<file path="src/rtl/tr_step_drive_if.sv">
// ---------------------------------------------------------------------------
// tr_step_drive_if
// Bundles the sample/parameter inputs and the stepper-driver outputs of the
// tracking-mode step drive.
//   master : the side producing samples/parameters (host or bench)
//   slave  : the tr_step_drive core
// Signals:
//   data_valid       ADC sample strobe (x valid when high)
//   data_valid_trig  period-update strobe for the pulse generator
//   tr_mode_enable   tracking-mode permit
//   x                ADC sample, unsigned, XW bits
//   x0               target position, signed 32 bits
//   dx1, dx2         dead-band and saturation limits, unsigned
//   K                precomputed offset k*dx1, 33 bits
//   F1, F2           minimum / maximum step frequency in Hz
//   drv_step         step pulse to driver
//   drv_dir          direction, 1 when x >= x0
//   drv_enable_SM    motor enable
//   N                step period in clk cycles, 17 bits
// ---------------------------------------------------------------------------
interface tr_step_drive_if #(
  parameter int XW = 36
);
  logic          data_valid;
  logic          data_valid_trig;
  logic          tr_mode_enable;
  logic [XW-1:0] x;
  logic [31:0]   x0;
  logic [31:0]   dx1;
  logic [31:0]   dx2;
  logic [32:0]   K;
  logic [31:0]   F1;
  logic [31:0]   F2;
  logic          drv_step;
  logic          drv_dir;
  logic          drv_enable_SM;
  logic [16:0]   N;

  modport master (
    output data_valid, data_valid_trig, tr_mode_enable, x, x0, dx1, dx2, K, F1, F2,
    input  drv_step, drv_dir, drv_enable_SM, N
  );

  modport slave (
    input  data_valid, data_valid_trig, tr_mode_enable, x, x0, dx1, dx2, K, F1, F2,
    output drv_step, drv_dir, drv_enable_SM, N
  );
endinterface

</file>
<file path="src/rtl/tr_step_drive.sv">
// ---------------------------------------------------------------------------
// tr_step_drive
// Tracking-mode stepper drive: a controller turning the position error
// x - x0 into enable, direction and step period N, followed by a 50% duty
// step pulse generator.
// Ports:
//   clk  system clock
//   rst  asynchronous active-high reset
//   bus  tr_step_drive_if.slave (samples, limits, frequencies in;
//        drv_step / drv_dir / drv_enable_SM / N out)
// One restoring divider (one quotient bit per clk) is shared between the
// slope computation k = (F2-F1)/(dx2-dx1) and the period N = CLK_HZ/f.
// ---------------------------------------------------------------------------
module tr_step_drive #(
  parameter int unsigned CLK_HZ = 50000000,
  parameter int          XW     = 36
) (
  input  logic           clk,
  input  logic           rst,
  tr_step_drive_if.slave bus
);

  localparam int          EW      = XW + 2;               // signed error width
  localparam int          DW      = $clog2(CLK_HZ + 1);   // quotient bits for N
  // CLK_HZ left-aligned so its MSB is consumed first by the divider.
  localparam logic [31:0] CLK_DVD = 32'(CLK_HZ) << (32 - DW);
  localparam logic [31:0] N_MAX   = 32'd131071;

  typedef enum logic [1:0] {S_IDLE, S_KDIV, S_CALC, S_NDIV} state_t;

  state_t        state_q, state_d;
  logic [31:0]   dvd_q, dvd_d;       // dividend, quotient shifts in at LSB
  logic [31:0]   dvs_q, dvs_d;
  logic [31:0]   rem_q, rem_d;
  logic [4:0]    div_cnt_q, div_cnt_d;
  logic [31:0]   k_q, k_d;
  logic          k_valid_q, k_valid_d;
  logic [127:0]  prm_q, prm_d;       // F1/F2/dx1/dx2 that k was computed from
  logic [EW-1:0] e_q, e_d;
  logic [16:0]   n_q, n_d;
  logic          dir_q, dir_d;
  logic          en_q, en_d;

  logic [16:0]   shadow_q, shadow_d;
  logic [16:0]   per_q, per_d;
  logic [16:0]   pg_cnt_q, pg_cnt_d;
  logic          run_q, run_d;
  logic          step_q, step_d;

  logic [127:0]  prm_now;
  logic          kick;
  logic [EW-1:0] e_in;
  logic [EW-1:0] dx_w;
  logic [32:0]   rem_sh;
  logic [32:0]   rem_diff;
  logic          ge;
  logic [31:0]   rem_nx;
  logic [31:0]   dvd_nx;
  logic [16:0]   n_sat;
  logic signed [63:0] f_lin;
  logic [31:0]   f_val;

  assign prm_now = {bus.F1, bus.F2, bus.dx1, bus.dx2};
  // Restart the slope divider on any parameter change, or after reset.
  assign kick    = (prm_now != prm_q) || (!k_valid_q && state_q != S_KDIV);

  // Error in EW-bit two's complement; sign bit gives direction.
  assign e_in = {2'b00, bus.x} - {{(EW-32){bus.x0[31]}}, bus.x0};
  assign dx_w = e_q[EW-1] ? ((~e_q) + EW'(1)) : e_q;

  // Restoring divider step. Since rem < dvs, a non-negative difference
  // always fits in 32 bits, so bit 32 of the difference is the borrow.
  assign rem_sh   = {rem_q, dvd_q[31]};
  assign rem_diff = rem_sh - {1'b0, dvs_q};
  assign ge       = ~rem_diff[32];
  assign rem_nx   = ge ? rem_diff[31:0] : rem_sh[31:0];
  assign dvd_nx   = {dvd_q[30:0], ge};
  assign n_sat    = (dvd_nx > N_MAX) ? 17'h1FFFF : dvd_nx[16:0];

  // Step frequency, clamped to [F1, F2].
  always_comb begin
    f_lin = $signed({32'd0, bus.F1})
          + $signed({32'd0, k_q}) * $signed({{(64-EW){1'b0}}, dx_w})
          - $signed({31'd0, bus.K});
    if (dx_w >= EW'(bus.dx2))
      f_val = bus.F2;
    else if (f_lin < $signed({32'd0, bus.F1}))
      f_val = bus.F1;
    else if (f_lin > $signed({32'd0, bus.F2}))
      f_val = bus.F2;
    else
      f_val = f_lin[31:0];
  end

  // Controller next-state logic
  always_comb begin
    state_d   = state_q;
    dvd_d     = dvd_q;
    dvs_d     = dvs_q;
    rem_d     = rem_q;
    div_cnt_d = div_cnt_q;
    k_d       = k_q;
    k_valid_d = k_valid_q;
    prm_d     = prm_q;
    e_d       = e_q;
    n_d       = n_q;
    dir_d     = dir_q;
    en_d      = en_q;

    if (state_q == S_KDIV || state_q == S_NDIV) begin
      dvd_d     = dvd_nx;
      rem_d     = rem_nx;
      div_cnt_d = div_cnt_q - 5'd1;
    end

    case (state_q)
      S_IDLE: begin
        if (bus.data_valid && bus.tr_mode_enable) begin
          e_d     = e_in;
          state_d = S_CALC;
        end
      end
      S_KDIV: begin
        if (div_cnt_q == 5'd0) begin
          k_d       = dvd_nx;
          k_valid_d = 1'b1;
          state_d   = S_IDLE;
        end
      end
      S_CALC: begin
        if (!bus.tr_mode_enable) begin
          state_d = S_IDLE;
        end else if (dx_w < EW'(bus.dx1)) begin
          // Dead band: stop the motor, keep N, still track direction.
          en_d    = 1'b0;
          dir_d   = ~e_q[EW-1];
          state_d = S_IDLE;
        end else begin
          dvd_d     = CLK_DVD;
          dvs_d     = f_val;
          rem_d     = '0;
          div_cnt_d = 5'(DW - 1);
          state_d   = S_NDIV;
        end
      end
      S_NDIV: begin
        if (!bus.tr_mode_enable) begin
          state_d = S_IDLE;
        end else if (div_cnt_q == 5'd0) begin
          n_d     = n_sat;
          dir_d   = ~e_q[EW-1];
          en_d    = 1'b1;
          state_d = S_IDLE;
        end
      end
      default: state_d = S_IDLE;
    endcase

    if (!bus.tr_mode_enable)
      en_d = 1'b0;

    // The slope divider is not aborted by the mode permit, only restarted
    // by parameter changes, so k is always valid once tracking resumes.
    if (kick) begin
      prm_d     = prm_now;
      k_valid_d = 1'b0;
      dvd_d     = bus.F2 - bus.F1;
      dvs_d     = bus.dx2 - bus.dx1;
      rem_d     = '0;
      div_cnt_d = 5'd31;
      state_d   = S_KDIV;
    end
  end

  // Pulse generator next-state logic. Gating on the next enable makes the
  // step output fall on the same edge as drv_enable_SM.
  always_comb begin
    per_d    = per_q;
    pg_cnt_d = pg_cnt_q;
    run_d    = run_q;
    shadow_d = bus.data_valid_trig ? n_q : shadow_q;
    if (!en_d) begin
      run_d    = 1'b0;
      pg_cnt_d = '0;
    end else if (!run_q || pg_cnt_q == per_q - 17'd1) begin
      // Start or period boundary: adopt the shadow period. While it is
      // below 2 the generator stays idle and re-samples every clk.
      per_d    = shadow_q;
      pg_cnt_d = '0;
      run_d    = (shadow_q >= 17'd2);
    end else begin
      pg_cnt_d = pg_cnt_q + 17'd1;
    end
    step_d = run_d && (pg_cnt_d < (per_d >> 1));
  end

  always_ff @(posedge clk or posedge rst) begin
    if (rst) begin
      state_q   <= S_IDLE;
      dvd_q     <= '0;
      dvs_q     <= '0;
      rem_q     <= '0;
      div_cnt_q <= '0;
      k_q       <= '0;
      k_valid_q <= 1'b0;
      prm_q     <= '0;
      e_q       <= '0;
      n_q       <= '0;
      dir_q     <= 1'b0;
      en_q      <= 1'b0;
      shadow_q  <= '0;
      per_q     <= '0;
      pg_cnt_q  <= '0;
      run_q     <= 1'b0;
      step_q    <= 1'b0;
    end else begin
      state_q   <= state_d;
      dvd_q     <= dvd_d;
      dvs_q     <= dvs_d;
      rem_q     <= rem_d;
      div_cnt_q <= div_cnt_d;
      k_q       <= k_d;
      k_valid_q <= k_valid_d;
      prm_q     <= prm_d;
      e_q       <= e_d;
      n_q       <= n_d;
      dir_q     <= dir_d;
      en_q      <= en_d;
      shadow_q  <= shadow_d;
      per_q     <= per_d;
      pg_cnt_q  <= pg_cnt_d;
      run_q     <= run_d;
      step_q    <= step_d;
    end
  end

  assign bus.drv_step      = step_q;
  assign bus.drv_dir       = dir_q;
  assign bus.drv_enable_SM = en_q;
  assign bus.N             = n_q;

endmodule

</file>
<file path="src/flat_wrapper.sv">
// flat-port wrapper written by rule: the top's interface ports become plain ports
module tr_step_drive_flat 
#(
  parameter int unsigned CLK_HZ = 50000000,
  parameter int          XW     = 36
)
  (clk, rst, bus_data_valid, bus_data_valid_trig, bus_tr_mode_enable, bus_x, bus_x0, bus_dx1, bus_dx2, bus_K, bus_F1, bus_F2, bus_drv_step, bus_drv_dir, bus_drv_enable_SM, bus_N);
  tr_step_drive_if #(.XW(XW)) bus_i ();
  input  logic clk;
  input  logic rst;
  input wire logic [$bits(bus_i.data_valid)-1:0] bus_data_valid;
  input wire logic [$bits(bus_i.data_valid_trig)-1:0] bus_data_valid_trig;
  input wire logic [$bits(bus_i.tr_mode_enable)-1:0] bus_tr_mode_enable;
  input wire logic [$bits(bus_i.x)-1:0] bus_x;
  input wire logic [$bits(bus_i.x0)-1:0] bus_x0;
  input wire logic [$bits(bus_i.dx1)-1:0] bus_dx1;
  input wire logic [$bits(bus_i.dx2)-1:0] bus_dx2;
  input wire logic [$bits(bus_i.K)-1:0] bus_K;
  input wire logic [$bits(bus_i.F1)-1:0] bus_F1;
  input wire logic [$bits(bus_i.F2)-1:0] bus_F2;
  output wire logic [$bits(bus_i.drv_step)-1:0] bus_drv_step;
  output wire logic [$bits(bus_i.drv_dir)-1:0] bus_drv_dir;
  output wire logic [$bits(bus_i.drv_enable_SM)-1:0] bus_drv_enable_SM;
  output wire logic [$bits(bus_i.N)-1:0] bus_N;
  assign bus_i.data_valid = bus_data_valid;
  assign bus_i.data_valid_trig = bus_data_valid_trig;
  assign bus_i.tr_mode_enable = bus_tr_mode_enable;
  assign bus_i.x = bus_x;
  assign bus_i.x0 = bus_x0;
  assign bus_i.dx1 = bus_dx1;
  assign bus_i.dx2 = bus_dx2;
  assign bus_i.K = bus_K;
  assign bus_i.F1 = bus_F1;
  assign bus_i.F2 = bus_F2;
  assign bus_drv_step = bus_i.drv_step;
  assign bus_drv_dir = bus_i.drv_dir;
  assign bus_drv_enable_SM = bus_i.drv_enable_SM;
  assign bus_N = bus_i.N;
  tr_step_drive #(.CLK_HZ(CLK_HZ), .XW(XW)) u_core (.clk(clk), .rst(rst), .bus(bus_i));
endmodule
</file>
<file path="config.mk">
export PLATFORM = sky130hd
export DESIGN_NAME = tr_step_drive_flat
export DESIGN_NICKNAME = d
export VERILOG_FILES = /design/src/rtl/tr_step_drive_if.sv /design/src/rtl/tr_step_drive.sv /design/src/flat_wrapper.sv
export SDC_FILE = /design/constraint.sdc
export NUM_CORES = 2
export LEC_CHECK = 0
export ABC_AREA = 1
export CAP_MARGIN = 5
export CORE_MARGIN = 2
export CORE_UTILIZATION = 30
export DETAILED_ROUTE_END_ITERATION = 10
export GPL_ROUTABILITY_DRIVEN = 0
export GPL_TIMING_DRIVEN = 0
export SYNTH_ARGS = -nofsm -noshare
export SYNTH_HDL_FRONTEND = slang
export SYNTH_SLANG_ARGS = --single-unit
</file>
<file path="constraint.sdc">
create_clock -name clk -period 18.6 [get_ports clk]
set_clock_uncertainty 0.2 [all_clocks]
set_input_delay 5.58 -clock clk [delete_from_list [all_inputs] [get_ports clk]]
set_output_delay 5.58 -clock clk [all_outputs]
set_load 0.01 [all_outputs]
</file>
After elaboration in Yosys (flattened, before gate mapping)

Index checks and enable logic that the tools add are counted.

Output and inout port bits: 20
Word-level logic and storage cells: 123
Bits in registers: 374

Reduce and logical (&&, ||, !) cells: 22
Equal/unequal tests: 12
Bitwise operators: 3
$lt $le $gt $ge: 7
Add/subtract/negate cells: 10
Multiply operators: 1
Muxes and demuxes: 50

Operators with widths:

| kind                                                                                  | number |
|---|---|
| 32-bit 2-to-1 mux                                                                     | 18 |
| 128-bit != test                                                                       | 1 |
| 17-bit 2-to-1 mux                                                                     | 5 |
| 33-bit by 64-bit adder with 64-bit output                                             | 1 |
| 64-bit by 33-bit greater-than comparator with 1-bit output                            | 1 |
| 64-bit by 33-bit < comparator with 1-bit output                                       | 1 |
| 32-bit by 38-bit multiplier with 64-bit output                                        | 1 |
| 32-bit subtractor                                                                     | 2 |
| 64-bit by 34-bit subtractor with 64-bit output                                        | 1 |
| 38-bit by 1-bit adder with 38-bit output (second input constant)                      | 1 |
| 38-bit by 32-bit greater-or-equal comparator with 1-bit output                        | 1 |
| 38-bit by 32-bit < comparator with 1-bit output                                       | 1 |
| 38-bit 2-to-1 mux                                                                     | 1 |
| 38-bit inverter                                                                       | 1 |
| 37-bit by 32-bit subtractor with 38-bit output                                        | 1 |
| 33-bit by 32-bit subtractor with 33-bit output                                        | 1 |
| 32-bit by 17-bit greater-than comparator with 1-bit output (second input constant)    | 1 |
| 5-bit 2-to-1 mux                                                                      | 5 |
| 17-bit by 1-bit adder with 17-bit output (second input constant)                      | 1 |
| 17-bit equality test                                                                  | 1 |
| 17-bit by 2-bit greater-or-equal comparator with 1-bit output (second input constant) | 1 |
| 17-bit by 16-bit < comparator with 1-bit output                                       | 1 |
| 17-bit by 1-bit subtractor with 17-bit output (second input constant)                 | 1 |
| 1-bit 2-to-1 mux                                                                      | 12 |
| other kinds (19)                                                                      | 44 |

Logic depth before layout (Yosys ltp)

Depth in word-level cells: 14
Depth in mapped cells: 58
Gate-level depth less buffers: 56

Worst setup path after synthesis

Ideal clock, no wire load.

Kind: input port to flip-flop
From: input bus_K[31]
To: register u_core.dvs_q[1]
Path slack: 6152 ps
Data required time: 18283 ps
Library setup time: 117 ps
Stages: 33
Data arrival time: 12132 ps
Cells stage by stage: fa_1 fa_1 inv_1 fa_1 fa_1 fa_1 fa_1 fa_1 inv_1 fa_1 inv_1 ha_1 nand2_1 nor2_1 nand2_1 nor2_1 inv_1 nor2_1 o21ai_0 nand3_1 nand3_1 o211ai_1 xnor2_1 nand4_1 nor2_2 nand3_1 nand3_2 buf_4 o21ai_1 o21ai_1 nand2_1 nand2_1 nand2_1

Longest elaborated chain between the ends: 9

RTL lines:

| element                                                    | line                 | text |
|---|---|---|
| start: declaration                                         | flat_wrapper.sv:18   | `input wire logic [$bits(bus_i.K)-1:0] bus_K;` |
| 64-bit by 34-bit subtractor with 64-bit output (*)         | tr_step_drive.sv:84  | `- $signed({31'd0, bus.K});` |
| 64-bit by 33-bit greater-than comparator with 1-bit output | tr_step_drive.sv:89  | `else if (f_lin > $signed({32'd0, bus.F2}))` |
| 32-bit 2-to-1 mux                                          | tr_step_drive.sv:89  |  |
| 32-bit 2-to-1 mux (*)                                      | tr_step_drive.sv:87  | `else if (f_lin < $signed({32'd0, bus.F1}))` |
| 32-bit 2-to-1 mux (*)                                      | tr_step_drive.sv:85  | `if (dx_w >= EW'(bus.dx2))` |
| 32-bit 2-to-1 mux (*)                                      | tr_step_drive.sv:133 | `end else if (dx_w < EW'(bus.dx1)) begin` |
| 32-bit 2-to-1 mux (*)                                      | tr_step_drive.sv:131 | `if (!bus.tr_mode_enable) begin` |
| 32-bit 2-to-1 mux (*)                                      | tr_step_drive.sv:116 | `case (state_q)` |
| 32-bit 2-to-1 mux (*)                                      | tr_step_drive.sv:164 | `if (kick) begin` |
| end signal: assignment                                     | tr_step_drive.sv:219 | `dvs_q <= dvs_d;` |
| end: declaration                                           | tr_step_drive.sv:33  | `logic [31:0] dvs_q, dvs_d;` |

Mark *: on every way between the ends. The rest lies on a longest branch, timed or not. The select of a mux whose other input is x is not followed.
A chain may end at the register's enable or synchronous reset.

Final worst setup path

From: input bus_K[31]
To: register u_core.dvs_q[12]

The elaborated chain is that of the path after synthesis.

==> qor.yml <==
outcome:
  status: "finished with violations"
  violations: "capacitance limit, slew limit"
logic_synthesis:
  syn_inst: 8889
  avgSynthCellArea_um2: 7.755
  syn_nets: 10810
  synth_area_leaders: "fa_1 (33%), dfrtp_1 (14%), inv_1 (11%)"
  async_reset_ff_share_pct: 100.0
  synth_top_area_share_pct: 32.87
  yosys.area.top_type: "fa_1"
  ys_ff_latch: 374
  synth_cell_types: 62
  synth_edf_count: 0
  synthesis.area_mm2: 0.06894
  yosys_warnings: 0
  ys_seq_area_share_pct: 13.58
  synthFlopType: "dfrtp_1"
worst_setup_path:
  worstPathArrival_ns: 14.94
  worstSetupPathType: "in -> reg"
  start_kind: "input port"
  cpMaxStageDelayCell: "fa_1"
  timing.critical_path.slowest_cell_delay_ns: 0.72
  required_ns: 18.95
  endpoint_kind: "flop"
  crit_top_cell: "fa_1"
  crit_fanout: 10
detailed_routing:
  wl_per_cell_um: 22.86
  routed_wl_mm: 280.2
  viasPerCell: 5.057
  dr.pass1.iters: 9
  ant_nets: 0
  first_iter_violations: 7196
  remaining_drc_errors: 0
  vias: 61970
sta:
  worst_slew_pin_slew_ns: 1.527
  fin_crit_sh_pct: 78.41
  fmax_ghz: 0.06856
  rsz0062_at_grt: "false"
  setup_viol: 0
  min_period_ns: 14.59
  relSlewSlack_pct: -1.771
  slew_viol_final: 35
  finalSetupTns_ns: 0
  hold_viol: 0
cells_and_area:
  syn_to_final_growth_pct: 11.88
  drive_gt1_share_pct: 2.846
  fill_cells: 24200
  nets: 11120
floorplan:
  core-area_mm2: 0.2279
  dieArea_mm2: 0.2336
  die_w_um: 483.4
  start_util_pct: 30.24
  dieHeight_um: 483.4
  pin_count: 254
  rows: 175
pwr:
  p_leak_nw: 38.16
  p_total_mw: 2.851
  power_density_mw_per_mm2: 36.96
  irDropWorstVdd_mv: 0.06581
clock_tree:
  path_clk_slew_ns: 0.06
  cts_resized: 0
  numCtsBuffers: 46
  hold_buffers: 0
  clockBufferDepth: 3
  post_cts_buffers: 0
  htree_num_levels: 2
  clk_latency_ns: 0.69
  cts_tree: "built"
  root_buffer: "clkbuf_16"
  cts.sinks: 374
global_routing:
  grt_pass1_wl_mm: 408.2
  grt_pass1_vias: 61050
  track_usage_pct: 23.66
  overflow: 0
  grt_max_degree: 125
  antenna_found_initial: 13
run:
  maxCapViolCount: 4
hold_path:
  hp-class: "reg -> reg"
place:
  port_buffers: 253
  dp_hpwl_mm: 240.1
cell usage after synthesis, types with 14 or more instances:
library cell and number:
ha_1 555, clkinv_1 21, nand4_1 122, clkbuf_1 382
a211oi_1 20, nand2_1 1683, buf_2 19, nor2_1 934
nor4_1 37, nand3_1 208, o21ai_1 78, buf_1 14
xor2_1 152, xnor2_1 102, o21bai_1 18, a31oi_1 42
inv_1 1938, a21oi_1 410, o22ai_1 14, o21ai_0 285
o22a_1 14, dfrtp_1 374, nor3_1 66, a21o_1 14
or2_2 77, fa_1 1132, o211ai_1 16
cell families (layout without fill, tap and decap cells):
group                      after synthesis  in the layout  synth area share, %
AOI/OAI and AO/OA                      983            983                7.904
xor gates and xnor gates               254            254                3.227
adders and majority gates             1687           1687                42.95
buffers and inverters                 2400           2751                13.22
DFF                                    374            374                13.58
other                                    0              4                    0
and+or+nand+nor                       3191           3191                19.13
path summary, 6_finish.rpt:
kind / from / end / slack, ns / depth (start not counted)
worst max-delay path: bus_K[31] / u_core.dvs_q[12]$_DFFE_PP0P_ / 4.01 / 34
worst min-delay path: u_core.dvs_q[3]$_DFFE_PP0P_ / u_core.dvs_q[3]$_DFFE_PP0P_ / 0.28 / 2
worst max register to register: u_core.e_q[0]$_DFFE_PP0P_ / u_core.dvs_q[12]$_DFFE_PP0P_ / 4.55 / 49
worst min register to register: u_core.dvs_q[3]$_DFFE_PP0P_ / u_core.dvs_q[3]$_DFFE_PP0P_ / 0.28 / 2
max in group asynchronous: rst / u_core.e_q[24]$_DFFE_PP0P_ / 11.50 / 4
min in group asynchronous: rst / u_core.per_q[15]$_DFF_PP0_ / 5.10 / 2
metal layers:
metal | routed length [µm] | GRT usage (%) | share of wire [%]
met3 | 33430 | 6.884 | 12
met2 | 117800 | 35.20 | 42
met4 | 20870 | 14.42 | 7.5
met5 | 94 | 0 | 0.034
met1 | 107900 | 30.22 | 39
placed cells by master, fill, tap and decap left out, types with 14 or more instances in the layout:
master              n
a31oi_1            42
clkbuf_1          382
xor2_1            152
a21oi_1           410
nand3_1           208
fa_1             1132
dfrtp_1           374
buf_2              20
nor2_1            934
nor4_1             37
o21bai_1           18
xnor2_1           102
a211oi_1           20
clkbuf_16          46
a21o_1             14
o21ai_1            78
inv_1            1937
nand2_1          1683
nor3_1             66
or2_2              77
o21ai_0           285
nand4_1           122
ha_1              555
clkdlybuf4s50_1   253
o22a_1             14
o22ai_1            14
o211ai_1           16
clkinv_1           21
power breakdown:
| part | internal (mW) | leakage (nW) | switching, mW |
|---|---|---|---|
| Clock | 0.558 | 0.785 | 0.442 |
| Sequential | 0.864 | 4.59 | 0.0586 |
| Combinational | 0.334 | 32.8 | 0.594 |
critical path, delay by kind of cell:
kind / cells / cell delay (ns)
and+or+nand+nor: 14 / 2.72
xor gates and xnor gates: 1 / 0.15
AOI/OAI and AO/OA: 4 / 0.65
adders and majority gates: 9 / 4.83
buffers and inverters: 6 / 0.96
per-stage QoR:
stage	worst slack (ns)	std cells	utilization [%]	hold WS [ns]	area (µm²)
2_1_floorplan	2.433	8889	-	0.2488	68940
3_3_place_gp	-3.438	12150	33.01	0.2650	75240
3_5_place_dp	3.541	12160	33.10	0.2666	75440
4_1_cts	4.221	12250	33.82	0.2831	77080
5_1_grt	3.729	12250	33.83	0.3059	77120
6_report	4.015	12250	33.84	0.2811	77130
registers in the layout, summed over array words and instances (netlist names):
signal,flops
u_core.shadow_q,17
u_core.k_q,32
u_core.e_q,38
u_core.k_valid_q,1
u_core.run_q,1
u_core.prm_q,128
u_core.bus.drv_enable_SM,1
u_core.dvd_q,32
u_core.dvs_q,32
u_core.rem_q,32
u_core.bus.drv_dir,1
u_core.bus.drv_step,1
u_core.per_q,17
u_core.state_q,2
u_core.pg_cnt_q,17
u_core.bus.N,17
u_core.div_cnt_q,5
area by class of cell:
class / instances / area, µm² / share of cell area, %
clock buffer: 59 / 1300 / 1.686
clock inverter: 26 / 335.3 / 0.4348
tap: 3009 / 3765 / 4.881
inverter: 1969 / 7398 / 9.592
buffer: 431 / 1727 / 2.239
multi-input combinational: 6115 / 50470 / 65.43
timing repair buffer: 266 / 2766 / 3.587
sequential: 374 / 9359 / 12.13
antenna: 4 / 10.01 / 0.01298
No activity file was read; power rests on OpenSTA's default activity.
